$ cat config.mk
export PLATFORM = sky130hd
export DESIGN_NAME = multicycle_controller
export DESIGN_NICKNAME = d
export VERILOG_FILES = /design/src/rtl/multicycle_controller.sv
export SDC_FILE = /design/constraint.sdc
export NUM_CORES = 1
export LEC_CHECK = 0
export CORE_MARGIN = 3
export CORE_UTILIZATION = 35
export CTS_CLUSTER_DIAMETER = 100
export DETAILED_ROUTE_END_ITERATION = 12
export HOLD_SLACK_MARGIN = 0.08
export PLACE_DENSITY = 0.69
export SLEW_MARGIN = 0
export SYNTH_ARGS = -nofsm -noshare
export SYNTH_HDL_FRONTEND = slang
export SYNTH_SLANG_ARGS = --single-unit
$ cat constraint.sdc
create_clock -name clk -period 4.1 [get_ports clk]
set_input_delay 1.025 -clock clk [delete_from_list [all_inputs] [get_ports clk]]
set_output_delay 1.025 -clock clk [all_outputs]
set_load 0.005 [all_outputs]
$ cat src/rtl/multicycle_controller.sv
// multicycle_controller: RV32 multicycle control FSM with a retired-instruction counter.
// Define ILLEGAL_TRAP_EN to trap unknown opcodes into HALT and expose the TRAP port.
module multicycle_controller #(
  parameter int CNT_W = 32
) (
  input  logic             clk,
  input  logic             rst,
  input  logic [31:0]      IR,
  input  logic             ZERO,
  input  logic             MEM_READY,
  output logic             MEM_RD,
  output logic             MEM_WR,
  output logic             IADR_SRC,
  output logic             IR_WE,
  output logic             PC_WE,
  output logic [1:0]       PC_SRC,
  output logic             REG_WE,
  output logic [1:0]       RESULT_SRC,
  output logic [1:0]       ALU_SRC_A,
  output logic             ALU_SRC_B,
  output logic [1:0]       ALU_OP,
  output logic [2:0]       STATE,
`ifdef ILLEGAL_TRAP_EN
  output logic             TRAP,
`endif
  output logic [CNT_W-1:0] INSTR_COUNT
);
  localparam logic [2:0] FETCH = 3'd0, DECODE = 3'd1, EXEC = 3'd2, MEM = 3'd3, WB = 3'd4, HALT = 3'd5;
  localparam logic [6:0] OP_R = 7'b0110011, OP_I = 7'b0010011, OP_LD = 7'b0000011, OP_ST = 7'b0100011;
  localparam logic [6:0] OP_BR = 7'b1100011, OP_LUI = 7'b0110111, OP_AUIPC = 7'b0010111;
  localparam logic [6:0] OP_JAL = 7'b1101111, OP_JALR = 7'b1100111;
  logic [2:0]       r_state, w_next;
  logic [CNT_W-1:0] r_cnt;
  logic [6:0]       w_op;
  logic [2:0]       w_f3;
  logic             w_retire, w_legal, w_taken, w_unused;
  assign w_op = IR[6:0];
  assign w_f3 = IR[14:12];
  assign w_unused = ^{IR[31:15], IR[11:7]};
  assign w_legal = w_op inside {OP_R, OP_I, OP_LD, OP_ST, OP_BR, OP_LUI, OP_AUIPC, OP_JAL, OP_JALR};
  assign w_taken = (w_f3 == 3'b000 && ZERO) || (w_f3 == 3'b001 && !ZERO);
  assign STATE = r_state;
  assign INSTR_COUNT = r_cnt;
`ifdef ILLEGAL_TRAP_EN
  assign TRAP = r_state == HALT;
`endif
  always_comb begin
    w_next = r_state;
    w_retire = 1'b0;
    MEM_RD = 1'b0;
    MEM_WR = 1'b0;
    IADR_SRC = 1'b0;
    IR_WE = 1'b0;
    PC_WE = 1'b0;
    PC_SRC = 2'b00;
    REG_WE = 1'b0;
    RESULT_SRC = 2'b00;
    ALU_SRC_A = 2'b00;
    ALU_SRC_B = 1'b0;
    ALU_OP = 2'b00;
    case (r_state)
      FETCH: begin
        MEM_RD = 1'b1;
        IR_WE = MEM_READY;
        PC_WE = MEM_READY;
        w_next = MEM_READY ? DECODE : FETCH;
      end
      DECODE: begin
        ALU_SRC_A = 2'b01;
        ALU_SRC_B = 1'b1;
`ifdef ILLEGAL_TRAP_EN
        w_next = w_legal ? EXEC : HALT;
`else
        w_next = w_legal ? EXEC : FETCH;
        w_retire = !w_legal;
`endif
      end
      EXEC: begin
        ALU_SRC_A = w_op == OP_LUI ? 2'b10 : w_op == OP_AUIPC ? 2'b01 : 2'b00;
        ALU_SRC_B = w_op inside {OP_I, OP_LD, OP_ST, OP_LUI, OP_AUIPC, OP_JALR};
        ALU_OP = w_op inside {OP_R, OP_I} ? 2'b10 : w_op == OP_BR ? 2'b01 : 2'b00;
        PC_WE = w_op inside {OP_JAL, OP_JALR} || (w_op == OP_BR && w_taken);
        PC_SRC = w_op == OP_JALR ? 2'b10 : PC_WE ? 2'b01 : 2'b00;
        w_next = w_op == OP_BR ? FETCH : w_op inside {OP_LD, OP_ST} ? MEM : WB;
        w_retire = w_op == OP_BR;
      end
      MEM: begin
        IADR_SRC = 1'b1;
        MEM_RD = w_op == OP_LD;
        MEM_WR = w_op == OP_ST;
        w_next = !MEM_READY ? MEM : w_op == OP_LD ? WB : FETCH;
        w_retire = MEM_READY && w_op != OP_LD;
      end
      WB: begin
        REG_WE = 1'b1;
        RESULT_SRC = w_op == OP_LD ? 2'b01 : w_op inside {OP_JAL, OP_JALR} ? 2'b10 : 2'b00;
        w_next = FETCH;
        w_retire = 1'b1;
      end
      HALT: w_next = HALT;
      default: w_next = FETCH;
    endcase
    if (rst) begin
      MEM_RD = 1'b0;
      MEM_WR = 1'b0;
      IR_WE = 1'b0;
      PC_WE = 1'b0;
      REG_WE = 1'b0;
    end
  end
  always_ff @(posedge clk) begin
    if (rst) begin
      r_state <= FETCH;
      r_cnt <= '0;
    end else begin
      r_state <= w_next;
      r_cnt <= r_cnt + CNT_W'(w_retire);
    end
  end
endmodule
### After elaboration in Yosys (flattened, before gate mapping)

Index checks and enable logic that the tools add are counted.
Widths: inputs -> output; s select.

| cells by class | value |
|---|---|
| equality and inequality tests | 16 |
| reduce and logical (&&, ||, !) cells | 15 |
| add/sub/neg operators | 1 |
| mux-type cells | 32 |

Operators by type and width:

| operator | count |
|---|---|
| $add 32x1->32 | 1 |
| $eq 7x6->1 const B | 3 |
| $eq 7x7->1 const B | 3 |
| $mux 2 | 9 |
| $pmux 3 s5 | 1 |
| $eq 7x5->1 const B | 2 |
| $mux 1 | 13 |
| $mux 3 | 4 |
| $reduce_bool 9->1 | 1 |
| $eq 7x2->1 const B | 1 |
| $ne 7x2->1 const B | 1 |
| $eq 3x1->1 const B | 2 |
| $eq 3x2->1 const B | 2 |
| $eq 3x3->1 const B | 2 |
| $logic_not 3->1 | 2 |
| $pmux 1 s2 | 3 |
| $reduce_bool 2->1 | 3 |
| $reduce_bool 6->1 | 1 |
| $logic_and 1x1->1 | 4 |
| $pmux 1 s4 | 1 |
| $pmux 2 s2 | 1 |
| $logic_not 1->1 | 2 |
| $logic_or 1x1->1 | 2 |

| storage, ports and cells | value |
|---|---|
| bits in registers | 35 |
| word-level logic and storage cells | 66 |

### Depth between registers and ports, before layout

| logic depth | value |
|---|---|
| depth in word-level cells | 8 |
| gate-level depth with buffers | 11 |

### Worst setup path after synthesis

Ideal clock, no wire load.

| timing | value |
|---|---|
| path kind | input port to flip-flop |
| start | in IR[5] |
| end | reg r_cnt[30], in the netlist INSTR_COUNT[30] |
| setup slack | 0.636 ns |
| stages | 11 |
| path buffers | 1 |
| arrival time | 3.394 ns |
| data required time | 4.030 ns |
| path through | clkbuf_1 nand2_1 nor4_1 a311oi_1 o21ai_0 ha_1 ha_1 and2_1 nand4_1 or4_1 a21oi_1 |

| between the ends | value |
|---|---|
| word-level cells in the longest chain between the ends | 5 |
| elaborated cells between the ends (all ways) | 15 |
| those cells by class | add/sub (1); eq/ne (10); mux (1); reduce/logical (3) |

Ends and longest elaborated chain:

| element | RTL line | text |
|---|---|---|
| start, declared | 8 | `input logic [31:0] IR,` |
| $eq 7x6->1, or another cell as far along | 40 | `assign w_legal = w_op inside {OP_R, OP_I, OP_LD, OP_ST, OP_BR, OP_LUI, OP_AUIPC, OP_JAL, OP_JALR};` |
| $reduce_bool 9->1 | 40 |  |
| $logic_not 1->1 | 75 | `w_retire = !w_legal;` |
| $pmux 1 s4 * | 61 | `case (r_state)` |
| $add 32x1->32 * | 117 | `r_cnt <= r_cnt + CNT_W'(w_retire);` |
| end signal, assigned | 117 |  |
| end, declared | 33 | `logic [CNT_W-1:0] r_cnt;` |

Mark *: on every way between the ends. The rest lies on a longest branch, timed or not.
A chain may end at the register's enable or synchronous reset.

### Worst setup path after layout

| timing | value |
|---|---|
| start | in IR[2] |
| end | out MEM_RD |

| between the ends | value |
|---|---|
| word-level cells in the longest chain between the ends | 3 |

Ends and longest elaborated chain:

| element | RTL line | text |
|---|---|---|
| $eq 7x2->1 | 89 | `MEM_RD = w_op == OP_LD;` |
| $pmux 1 s2 | 61 |  |
| $mux 1 | 103 | `if (rst) begin` |
| end, declared | 11 | `output logic MEM_RD,` |

No other way between the ends.

==> impl_metrics.ini <==
[run_status]
outcome = finished, final reports clean

[layout]
syn2layout_area_growth_pct = 44.20
seq_area_um2 = 700.7
n_fill_cell = 545
instances_no_fill = 398
nets = 363
antennaDiodeCount = 0
fin_area_mm2 = 0.002927
drive_gt1_share_pct = 10.74
multi_input_area_mm2 = 0.001247
final_core_util_pct = 52.50

[synthesis]
avgSynthCellArea_um2 = 8.085
ys_async_sr_fraction_pct = 0
yosysWarningCount = 0
netlist_area_mm2 = 0.002029
synth_commonest_cells = dfxtp_1 (35), nor2_1 (24), a21oi_1 (22)
synth_area_leaders = dfxtp_1 (35%), a21oi_1 (5.4%), o31ai_1 (5.2%)
synth_most_common_cell = dfxtp_1
synth_edf_count = 0
synth_top_area_share_pct = 34.53
yosys.area.top_type = dfxtp_1
synth_fp_nets = 289
ys.flop_type = dfxtp_1
synth_cells = 251
ys_ff_latch = 35
ys_seq_area_share_pct = 34.53
ys_types = 46

[placed_design]
port_buffers = 63
dp_cells = 390
place_area_mm2 = 0.002818
gp_congestion = 0.9057
hpwl_mm = 3.978

[sta]
hold_slack_ns = 0.4904
post-route-period-util_pct = 96.11
fin_skew_ns = 0.007257
rsz0062_at_grt = false
fin_crit_ns = 3.940
tightestPinTransition_ns = 0.4531
max_freq_mhz = 253.8
setup_tns_ns = 0
setup_viol = 0
drv_slew = 0
hold_viol_final = 0
relSlewSlack_pct = 69.75

[critical_path]
slowest_delay_ns = 0.53
path_cells = clkdlybuf4s50_1, or2_2, nor3_2, buf_4, a31oi_1, nor3_1, clkdlybuf4s50_1
critPathMostFrequentCell = clkdlybuf4s50_1
cp.required_ns = 3.07
crit_fanout = 5
end_kind = output pin
cp_data_arrival_time_ns = 2.92
cp_slowest_cell = clkdlybuf4s50_1
critPathKind = input pin to output pin
cp-start-kind = input pin

[drt]
drc = 0
routedWlPerCell_um = 13.71
ant_nets = 0
vias = 2174
via_per_inst = 5.462
drt-total-wl_mm = 5.456
first_pass_iters = 4
drtIter0Drc = 95

[die]
die_w_um = 82.15
num_rows = 27
die_area_mm2 = 0.006748
core_mm2 = 0.005574
die_h_um = 82.15
ios = 86
initial_core_util_pct = 36.41

[clock_network]
cts-buffers-inserted = 5
path_clk_slew_ns = 0.07
cts_tree = built
insertion_delay_ns = 0.29
root_buffer = clkbuf_8
clock-sinks = 35
clock_path_buffers = 2
ctsHtreeMaxLevel = 2

[min_path]
hold_path.class = flip-flop to flip-flop

[global_route]
grt_pass1_wl_mm = 8.880
grt_pass1_vias = 2017
track_usage_pct = 16.72
antenna_found_initial = 0
overflow = 0
grt_max_degree = 34

[power_and_ir_drop]
ir_drop_uv = 152.5
powerDensity_mw_per_mm2 = 239.2
power_leakage_nw = 0.9572

[flow_run]
cap_viol_max_count = 0
==> flip-flops by register name, indices dropped and copies added, names as in the netlist <==
name and flops:
STATE 3, INSTR_COUNT 32
==> through the flow <==
step	power, mW	setup WS, ns
3_3_place_gp	0.4268	0.08208
4_1_cts	0.7080	0.07853
6_report	0.7001	0.1597
2_1_floorplan	0.3855	0.6360
3_5_place_dp	0.4269	0.04040
5_1_grt	0.7291	0.06195
==> cell usage in the layout (no fill, tap or decap), types with 5 or more instances in the layout <==
cell and n:
nand4_1 8, o31ai_1 14, nor3_1 6, o21ai_0 7, buf_4 18, a21oi_1 22, inv_1 5, clkdlybuf4s50_1 63
and4_1 5, nor2_1 24, nand2b_1 5, nor4_1 5, or4_1 14, dfxtp_1 35, nor2b_1 6, xnor2_1 6
nand3_1 14, nand2_1 13, xor2_1 7, clkbuf_8 7
==> cell families after synthesis <==
group	after synthesis	share of synthesized area, %
compound gates	55	17.14
xor+xnor	13	5.610
fa+ha+maj	2	1.233
buf+inv	19	4.254
flops	35	34.53
mux	3	1.603
simple gates	124	35.64
==> path summary, 6_finish.rpt <==
path              cells past startpoint              end  slack, ns       startpoint
setup / recovery                      7           MEM_RD       0.16            IR[2]
hold / removal                        2  INSTR_COUNT[31]       0.49  INSTR_COUNT[31]
setup reg to reg                     10  INSTR_COUNT[30]       0.90         STATE[1]
hold reg to reg                       2  INSTR_COUNT[31]       0.49  INSTR_COUNT[31]
==> worst max-delay path: cells and delay by family <==
| kind | cells | cell delay, ns |
|---|---|---|
| AOI/OAI and AO/OA | 1 | 0.07 |
| buffers and inverters | 3 | 1.14 |
| and+or+nand+nor | 3 | 0.68 |
==> power by group <==
| part | switching, mW | internal, mW |
|---|---|---|
| registers | 0.00636 | 0.343 |
| logic | 0.0314 | 0.0394 |
| clock network | 0.127 | 0.153 |
| total | 0.165 | 0.535 |
==> per-layer routing <==
layer / track usage, % / wire length, µm / vias up
li1: - / - / 1086
met3: 3.254 / 273 / 6
met5: 0 / 0 / -
met4: 6.478 / 49 / 0
met2: 26.41 / 2511 / 61
met1: 22.40 / 2621 / 1021
==> cell type report <==
class / instances / share of cell area (%)
multi-input combinational: 197 / 42.63
timing repair buffer: 81 / 26.16
sequential: 35 / 23.94
clock buffer: 7 / 3.292
tap: 72 / 3.078
inverter: 5 / 0.6413
clock inverter: 1 / 0.2565
==> what timing repair did <==
item	in CTS	in global routing
resized for setup	0	1
hold buffers	0	0
buffers inserted	0	0
endpoints found under the setup margin	0	1
(Power assumes the default switching activity.)
==> RTL edit: new RTL, same settings <==
`CNT_W`: 32 -> 16.
--- a/src/rtl/multicycle_controller.sv
+++ b/src/rtl/multicycle_controller.sv
@@ -1,7 +1,7 @@
 // multicycle_controller: RV32 multicycle control FSM with a retired-instruction counter.
 // Define ILLEGAL_TRAP_EN to trap unknown opcodes into HALT and expose the TRAP port.
 module multicycle_controller #(
-  parameter int CNT_W = 32
+  parameter int CNT_W = 16
 ) (
   input  logic             clk,
   input  logic             rst,
Interface: changed (resized INSTR_COUNT); port bits go from 86 to 70. The function was not compared with the original's and may differ.
==> RTL edit against the original RTL <==
- power down 50%
- first-iteration DRC count down 4.2%
- synthesized area down 39%
- cell area down 37%
- critical path type unchanged
- worst setup slack worse by 98 ps
- sequential cell count down 16
- sequential share of layout area down 3.2 points
- routed wire length down 35%
==> RTL edit: results <==
[synthesis]
synth_compound_area_share_pct = 13.8
synth_xor_area_share_pct = 8.50
syn_nets = 192
yosysSeqAreaShare_pct = 30.8
ys_top_cells_by_area = "dfxtp_1, nor2_1, xor2_1, a21oi_1, xnor2_1"
synth_common_cells = "nor2_1, dfxtp_1, nand2_1, a21oi_1"

[route]
wl_met1_mm = 1.65
wirelength_mm = 3.53
drt-initial-drc-count = 91
avgViaCountPerCell = 5.37

[min_path]
hold_end = "INSTR_COUNT[15]"

[timing]
skew_ps = 8.08
min_period_over_period_pct = 98.5

[clock_tree]
cts_buffers = 3
h-tree-depth = 1

[worst_setup_path]
rrSetupSlack_ps = 1120
reg2reg_to = "INSTR_COUNT[15]"
crit_path_start = "IR[3]"
cp_max_fo = 6

[grt]
track_usage_pct = 17.5
met3_usage_pct = 2.39

[cells_and_area]
drive_gt1_share_pct = 12.6
fillCellCount = 310

[power_and_ir_drop]
total_power_uw = 348
power.leakage_uw = 0.000657

[outcome]
status = "complete, no violations"

[placed_design]
placed_area_sq_um = 1770
[RTL edit: what timing repair did]
action | 4_1_cts | 5_1_grt
buffers inserted | 0 | 1
hold buffers | 0 | 0
setup endpoints to repair | 1 | 4
resized for setup | 1 | 7
[RTL edit: worst max-delay path, delay by kind of cell]
kind	cells	cell delay, ps
buffers and inverters	3	1210
AND/OR/NAND/NOR	3	590
AO/OA/AOI/OAI	1	190
[RTL edit: kinds of logic after synthesis]
logic type	count (synthesis)
and+or+nand+nor	84
AOI/OAI and AO/OA	23
DFF	19
buffers and inverters	13
xor gates and xnor gates	12
adders and majority gates	2
muxes	1
[RTL edit: cell type report]
type                       count  area share [%]
multi-input combinational    122            44.1
timing repair buffer          56            29.6
sequential                    19            20.8
tap                           44            3.01
clock buffer                   3            1.23
inverter                       5            1.02
clock inverter                 1           0.273
[RTL edit: power breakdown]
part	internal (uW)	switching, uW
sequential	187	3.22
clock	36.4	59.8
combinational	34.4	27.8
